<file path="src/rtl/e_stage_pipe.sv">
`default_nettype none
// ============================================================================
// Module   : e_stage_pipe
// Brief    : Pipeline stage register with main + skid entries, bubble insert,
//            whole-stage flush and a saturating back-pressure counter.
// Revision : 1.0 - initial release
// ============================================================================
module e_stage_pipe #(
  parameter int DATA_W = 32,
  parameter int PC_W   = 32,
  parameter int EXC_W  = 5,
  parameter int CNT_W  = 16
) (
  input  logic              clk,
  input  logic              reset,
  input  logic              flush,
  input  logic              clr,
  input  logic              in_valid,
  output logic              in_ready,
  input  logic [DATA_W-1:0] in_data,
  input  logic [PC_W-1:0]   in_pc,
  input  logic              in_bd,
  input  logic [EXC_W-1:0]  in_exc,
  output logic              out_valid,
  input  logic              out_ready,
  output logic [DATA_W-1:0] out_data,
  output logic [PC_W-1:0]   out_pc,
  output logic              out_bd,
  output logic [EXC_W-1:0]  out_exc,
  output logic              out_bubble,
  output logic [1:0]        count,
  output logic [CNT_W-1:0]  stall_cnt
);

  typedef struct packed {
    logic [DATA_W-1:0] data;
    logic [PC_W-1:0]   pc;
    logic              bd;
    logic [EXC_W-1:0]  exc;
    logic              bubble;
  } entry_t;

  localparam logic [CNT_W-1:0] c_cnt_max = '1;

  entry_t             main_q, main_d, skid_q, skid_d, w_new;
  logic               main_v_q, main_v_d, skid_v_q, skid_v_d;
  logic               in_ready_q, in_ready_d;
  logic [CNT_W-1:0]   stall_q, stall_d;
  logic               w_accept, w_pop;

  assign w_accept = (in_valid | clr) & in_ready_q;
  assign w_pop    = main_v_q & out_ready;

  // A bubble keeps PC/BD so EPC can still be formed from it.
  always_comb begin
    w_new        = '0;
    w_new.pc     = in_pc;
    w_new.bd     = in_bd;
    if (clr) begin
      w_new.bubble = 1'b1;
    end else begin
      w_new.data   = in_data;
      w_new.exc    = in_exc;
    end
  end

  always_comb begin
    main_d   = main_q;
    main_v_d = main_v_q;
    skid_d   = skid_q;
    skid_v_d = skid_v_q;
    if (flush) begin
      main_d   = '0;
      main_v_d = 1'b0;
      skid_d   = '0;
      skid_v_d = 1'b0;
    end else if (w_pop && !w_accept) begin
      main_d   = skid_v_q ? skid_q : '0;
      main_v_d = skid_v_q;
      skid_d   = '0;
      skid_v_d = 1'b0;
    end else if (w_accept && !w_pop) begin
      if (!main_v_q) begin
        main_d   = w_new;
        main_v_d = 1'b1;
      end else begin
        skid_d   = w_new;
        skid_v_d = 1'b1;
      end
    end else if (w_accept && w_pop) begin
      if (skid_v_q) begin
        main_d = skid_q;
        skid_d = w_new;
      end else begin
        main_d = w_new;
      end
    end
    in_ready_d = ~skid_v_d;
  end

  always_comb begin
    stall_d = stall_q;
    if (main_v_q && !out_ready && (stall_q != c_cnt_max)) begin
      stall_d = stall_q + 1'b1;
    end
  end

  always_ff @(posedge clk or posedge reset) begin
    if (reset) begin
      main_q     <= '0;
      main_v_q   <= 1'b0;
      skid_q     <= '0;
      skid_v_q   <= 1'b0;
      in_ready_q <= 1'b1;
      stall_q    <= '0;
    end else begin
      main_q     <= main_d;
      main_v_q   <= main_v_d;
      skid_q     <= skid_d;
      skid_v_q   <= skid_v_d;
      in_ready_q <= in_ready_d;
      stall_q    <= stall_d;
    end
  end

  assign in_ready   = in_ready_q;
  assign out_valid  = main_v_q;
  assign out_data   = main_q.data;
  assign out_pc     = main_q.pc;
  assign out_bd     = main_q.bd;
  assign out_exc    = main_q.exc;
  assign out_bubble = main_q.bubble;
  assign count      = {1'b0, main_v_q} + {1'b0, skid_v_q};
  assign stall_cnt  = stall_q;

endmodule
`default_nettype wire

</file>
<file path="config.mk">
export PLATFORM = sky130hd
export DESIGN_NAME = e_stage_pipe
export DESIGN_NICKNAME = d
export VERILOG_FILES = /design/src/rtl/e_stage_pipe.sv
export SDC_FILE = /design/constraint.sdc
export NUM_CORES = 1
export LEC_CHECK = 0
export CAP_MARGIN = 20
export CORE_MARGIN = 5
export CORE_UTILIZATION = 53
export CTS_CLUSTER_DIAMETER = 80
export DETAILED_ROUTE_END_ITERATION = 12
export PLACE_DENSITY = 0.86
export SLEW_MARGIN = 5
export SYNTH_ARGS = -nofsm -noshare
export SYNTH_HDL_FRONTEND = slang
export SYNTH_SLANG_ARGS = --single-unit
export TNS_END_PERCENT = 20
</file>
<file path="constraint.sdc">
create_clock -name clk -period 6.3 [get_ports clk]
set_input_delay 1.575 -clock clk [delete_from_list [all_inputs] [get_ports clk]]
set_output_delay 1.575 -clock clk [all_outputs]
set_load 0.005 [all_outputs]
</file>
==> flow_metrics.py <==
metrics = {
    "timing": {
        "setup_tns_ps": 0,
        "drv_slew": 0,
        "fin_skew_ps": 12.3,
        "fin_crit_ps": 4250,
        "fin_crit_sh_pct": 67.4,
        "slew_headroom_pct": 26.0,
        "timing.fmax_mhz": 235,
        "hold_ws_ps": 503,
        "hold_viol": 0,
        "rsz0062_at_grt": "false",
        "worstMarginPinSlew_ps": 1110,
        "setup_violations": 0,
    },
    "clock_tree": {
        "clkTransAtPathRegs_ps": 60,
        "clkLatencyLatePin_ps": 430,
        "clockRootBuffer": "clkbuf_16",
        "cts_buffers": 17,
        "cts.hold.buffers_added": 0,
        "cts_setup_buffers": 0,
        "clockBufferDepth": 2,
        "cts_tree": "done",
        "cts_max_level": 4,
        "cts.sink_count": 161,
        "post_cts_resize_count": 0,
    },
    "pwr": {
        "power_density_nw_per_um2": 276,
        "leakagePower_nw": 4.67,
        "peakVddDrop_mv": 0.184,
    },
    "logic_synthesis": {
        "synth-xor-area-share_pct": 1.43,
        "yosys_register_bits": 161,
        "synthMuxAreaShare_pct": 18.5,
        "synth_edf_count": 0,
        "syn_area_um2": 8560,
        "synth_top_family_by_area": "multiplexers",
        "yosysUniqueCellTypes": 38,
        "syn_nets": 859,
        "synthSimpleGateAreaFrac_pct": 15.7,
        "ys_seq_area_share_pct": 47.1,
        "synthAdderAreaFrac_pct": 0.731,
        "async_reset_ff_share_pct": 100,
        "yosys_warnings": 0,
        "syn_avg_cell_area_um2": 11.0,
        "ys.flop_type": "dfrtp_1",
        "synth_compound_area_share_pct": 10.8,
        "postSynthCellCount": 778,
    },
    "status": {
        "outcome": "complete, no violations",
    },
    "global_route": {
        "grt_max_degree": 122,
        "grt_pass1_vias": 6630,
        "grt_usage_pct": 23.0,
        "antenna_found_initial": 0,
        "overflow": 0,
        "grt_pass1_wl_mm": 34.4,
    },
    "worst_setup_path": {
        "slowest_delay_ps": 690,
        "worstReg2RegStart": "in_ready",
        "critPathRequiredTime_ps": 6610,
        "cp_cell_sequence": "clkdlybuf4s50_1, o21ai_0, inv_1, ha_1, nand2b_2, buf_4, or4bb_1, a21oi_1, mux2_2",
        "crit_arrival_ps": 4560,
        "cp.depth": 9,
        "r2r_end": "out_data[13]",
        "critPathMaxFanout": 50,
        "cp_slowest_cell": "nand2b_2",
        "critPathTopFamily": "buffers and inverters",
        "end_kind": "flop",
        "crit_type": "in2reg",
        "rrSetupSlack_ps": 3110,
        "start_kind": "input port",
        "worst-path-buf-inv": 3,
        "crit_end": "out_data[13]",
        "startpoint": "in_valid",
        "r2r_cells": 8,
    },
    "cells_and_area": {
        "antennaDiodeCount": 0,
        "stdcell_area_um2": 10900,
        "drive_above_1_share_pct": 18.4,
        "area_growth_syn_to_layout_pct": 27.2,
        "layout.nets": 973,
    },
    "placed_design": {
        "post_dp_cell_area_um2": 10300,
        "routabilityCongestion": 0.781,
        "portBuffers": 166,
        "dp_hpwl_mm": 13.0,
    },
    "run": {
        "maxCapViolations": 0,
    },
    "floorplanning": {
        "core-area_um2": 15900,
        "die_w_um": 137,
        "initial_utilization_pct": 53.9,
        "fp.dieH_um": 137,
        "io_pins": 167,
        "core.rowCount": 46,
        "dieArea_um2": 18800,
    },
    "routing": {
        "routed_wl_mm": 21.5,
        "firstDrtPassIters": 5,
        "viasPerCell": 5.92,
        "ant_nets": 0,
        "num_vias": 6630,
        "wire_per_inst_um": 19.2,
        "first_iter_violations": 474,
        "drc": 0,
    },
    "hold_path": {
        "hp-class": "reg2reg",
    },
}
-- final cells by class --
class | instances | area, um2
Sequential cell | 161 | 4030
Tap cell | 216 | 270
Timing Repair Buffer | 175 | 1730
Clock buffer | 21 | 480
Fill cell | 1202 | 5000
Multi-Input combinational cell | 495 | 4080
Clock inverter | 10 | 133
Inverter | 42 | 163
-- layer usage --
metal | routed length [um] | up-vias | global-route usage, %
li1 | - | 3044 | -
met1 | 9460 | 3348 | 31.5
met2 | 10400 | 213 | 36.5
met3 | 1250 | 25 | 4.45
met4 | 365 | 0 | 8.04
met5 | 0 | - | 0
-- how the worst min path moves through the flow --
stage / startpoint / to / slack [ps] / depth (start not counted)
floorplan: skid_q[70] / skid_q[70] / 480 / 1
global placement: skid_q[42] / skid_q[42] / 490 / 1
detailed placement: skid_q[63] / skid_q[63] / 490 / 1
CTS: skid_q[63] / skid_q[63] / 510 / 1
global route: skid_q[42] / skid_q[42] / 520 / 1
finish: out_data[18] / out_data[18] / 500 / 1
-- Yosys cell counts (2+ instances only) --
cell       count  area (um2)
nand2_1       40         150
clkbuf_1      49         184
buf_2         24         120
or4bb_1       12         135
buf_1          6        22.5
nand4_1        2        12.5
nor3_1         5        25.0
nand4_2        2        25.0
o211ai_1      71         533
nand2b_1       4        25.0
mux2_2       110        1240
xor2_1        13         114
ha_1           5        62.6
nor2_1         3        11.3
dfrtp_1      160        4000
a21oi_1       72         360
nor4_1         6        37.5
nand3b_1      34         255
nand3_1        5        25.0
nand4bb_1     25         282
inv_1         41         154
nor3b_1       39         293
nor4b_1        2        17.5
mux2i_1       34         340
-- cells by family (layout without fill, tap and decap cells) --
| kind of cell | after synthesis | count (layout) |
|---|---|---|
| buf+inv | 122 | 248 |
| xor+xnor | 14 | 14 |
| flops | 161 | 161 |
| simple gates | 184 | 184 |
| compound gates | 148 | 148 |
| fa+ha+maj | 5 | 5 |
| mux | 144 | 144 |
-- sequential cells by signal, summed over array words and instances, names as in the netlist, 5 cells and up --
name / flops
out_exc: 5
stall_cnt: 16
out_data: 32
out_pc: 32
skid_q: 71
-- layout by cell type (no fill, tap or decap), types with 17 or more instances in the layout --
master	synthesis	routed
clkdlybuf4s50_1	0	164
dfrtp_1	160	159
mux2_2	110	110
o211ai_1	71	71
a21oi_1	72	71
nand2_1	40	40
inv_1	41	40
nor3b_1	39	39
mux2i_1	34	34
nand3b_1	34	34
nand4bb_1	25	25
clkbuf_16	0	17
-- stage by stage --
step                std cells  util (%)  setup slack (ps)  total power [mW]
finish                   1120      68.5              2050              3.01
CTS                      1120      68.5              2050              3.03
floorplan                 778         -               378              1.64
global placement         1089      64.7              1730              1.93
global route             1120      68.5              1790              3.14
detailed placement       1089      64.7              1620              1.95
-- report_power, final --
| part | switching [mW] | internal, mW | total [mW] |
|---|---|---|---|
| Clock | 0.415 | 0.660 | 1.08 |
| Combinational | 0.320 | 0.360 | 0.680 |
| Sequential | 0.0903 | 1.16 | 1.25 |
| Total | 0.825 | 2.18 | 3.01 |
Power figures use the tool's default switching activity.
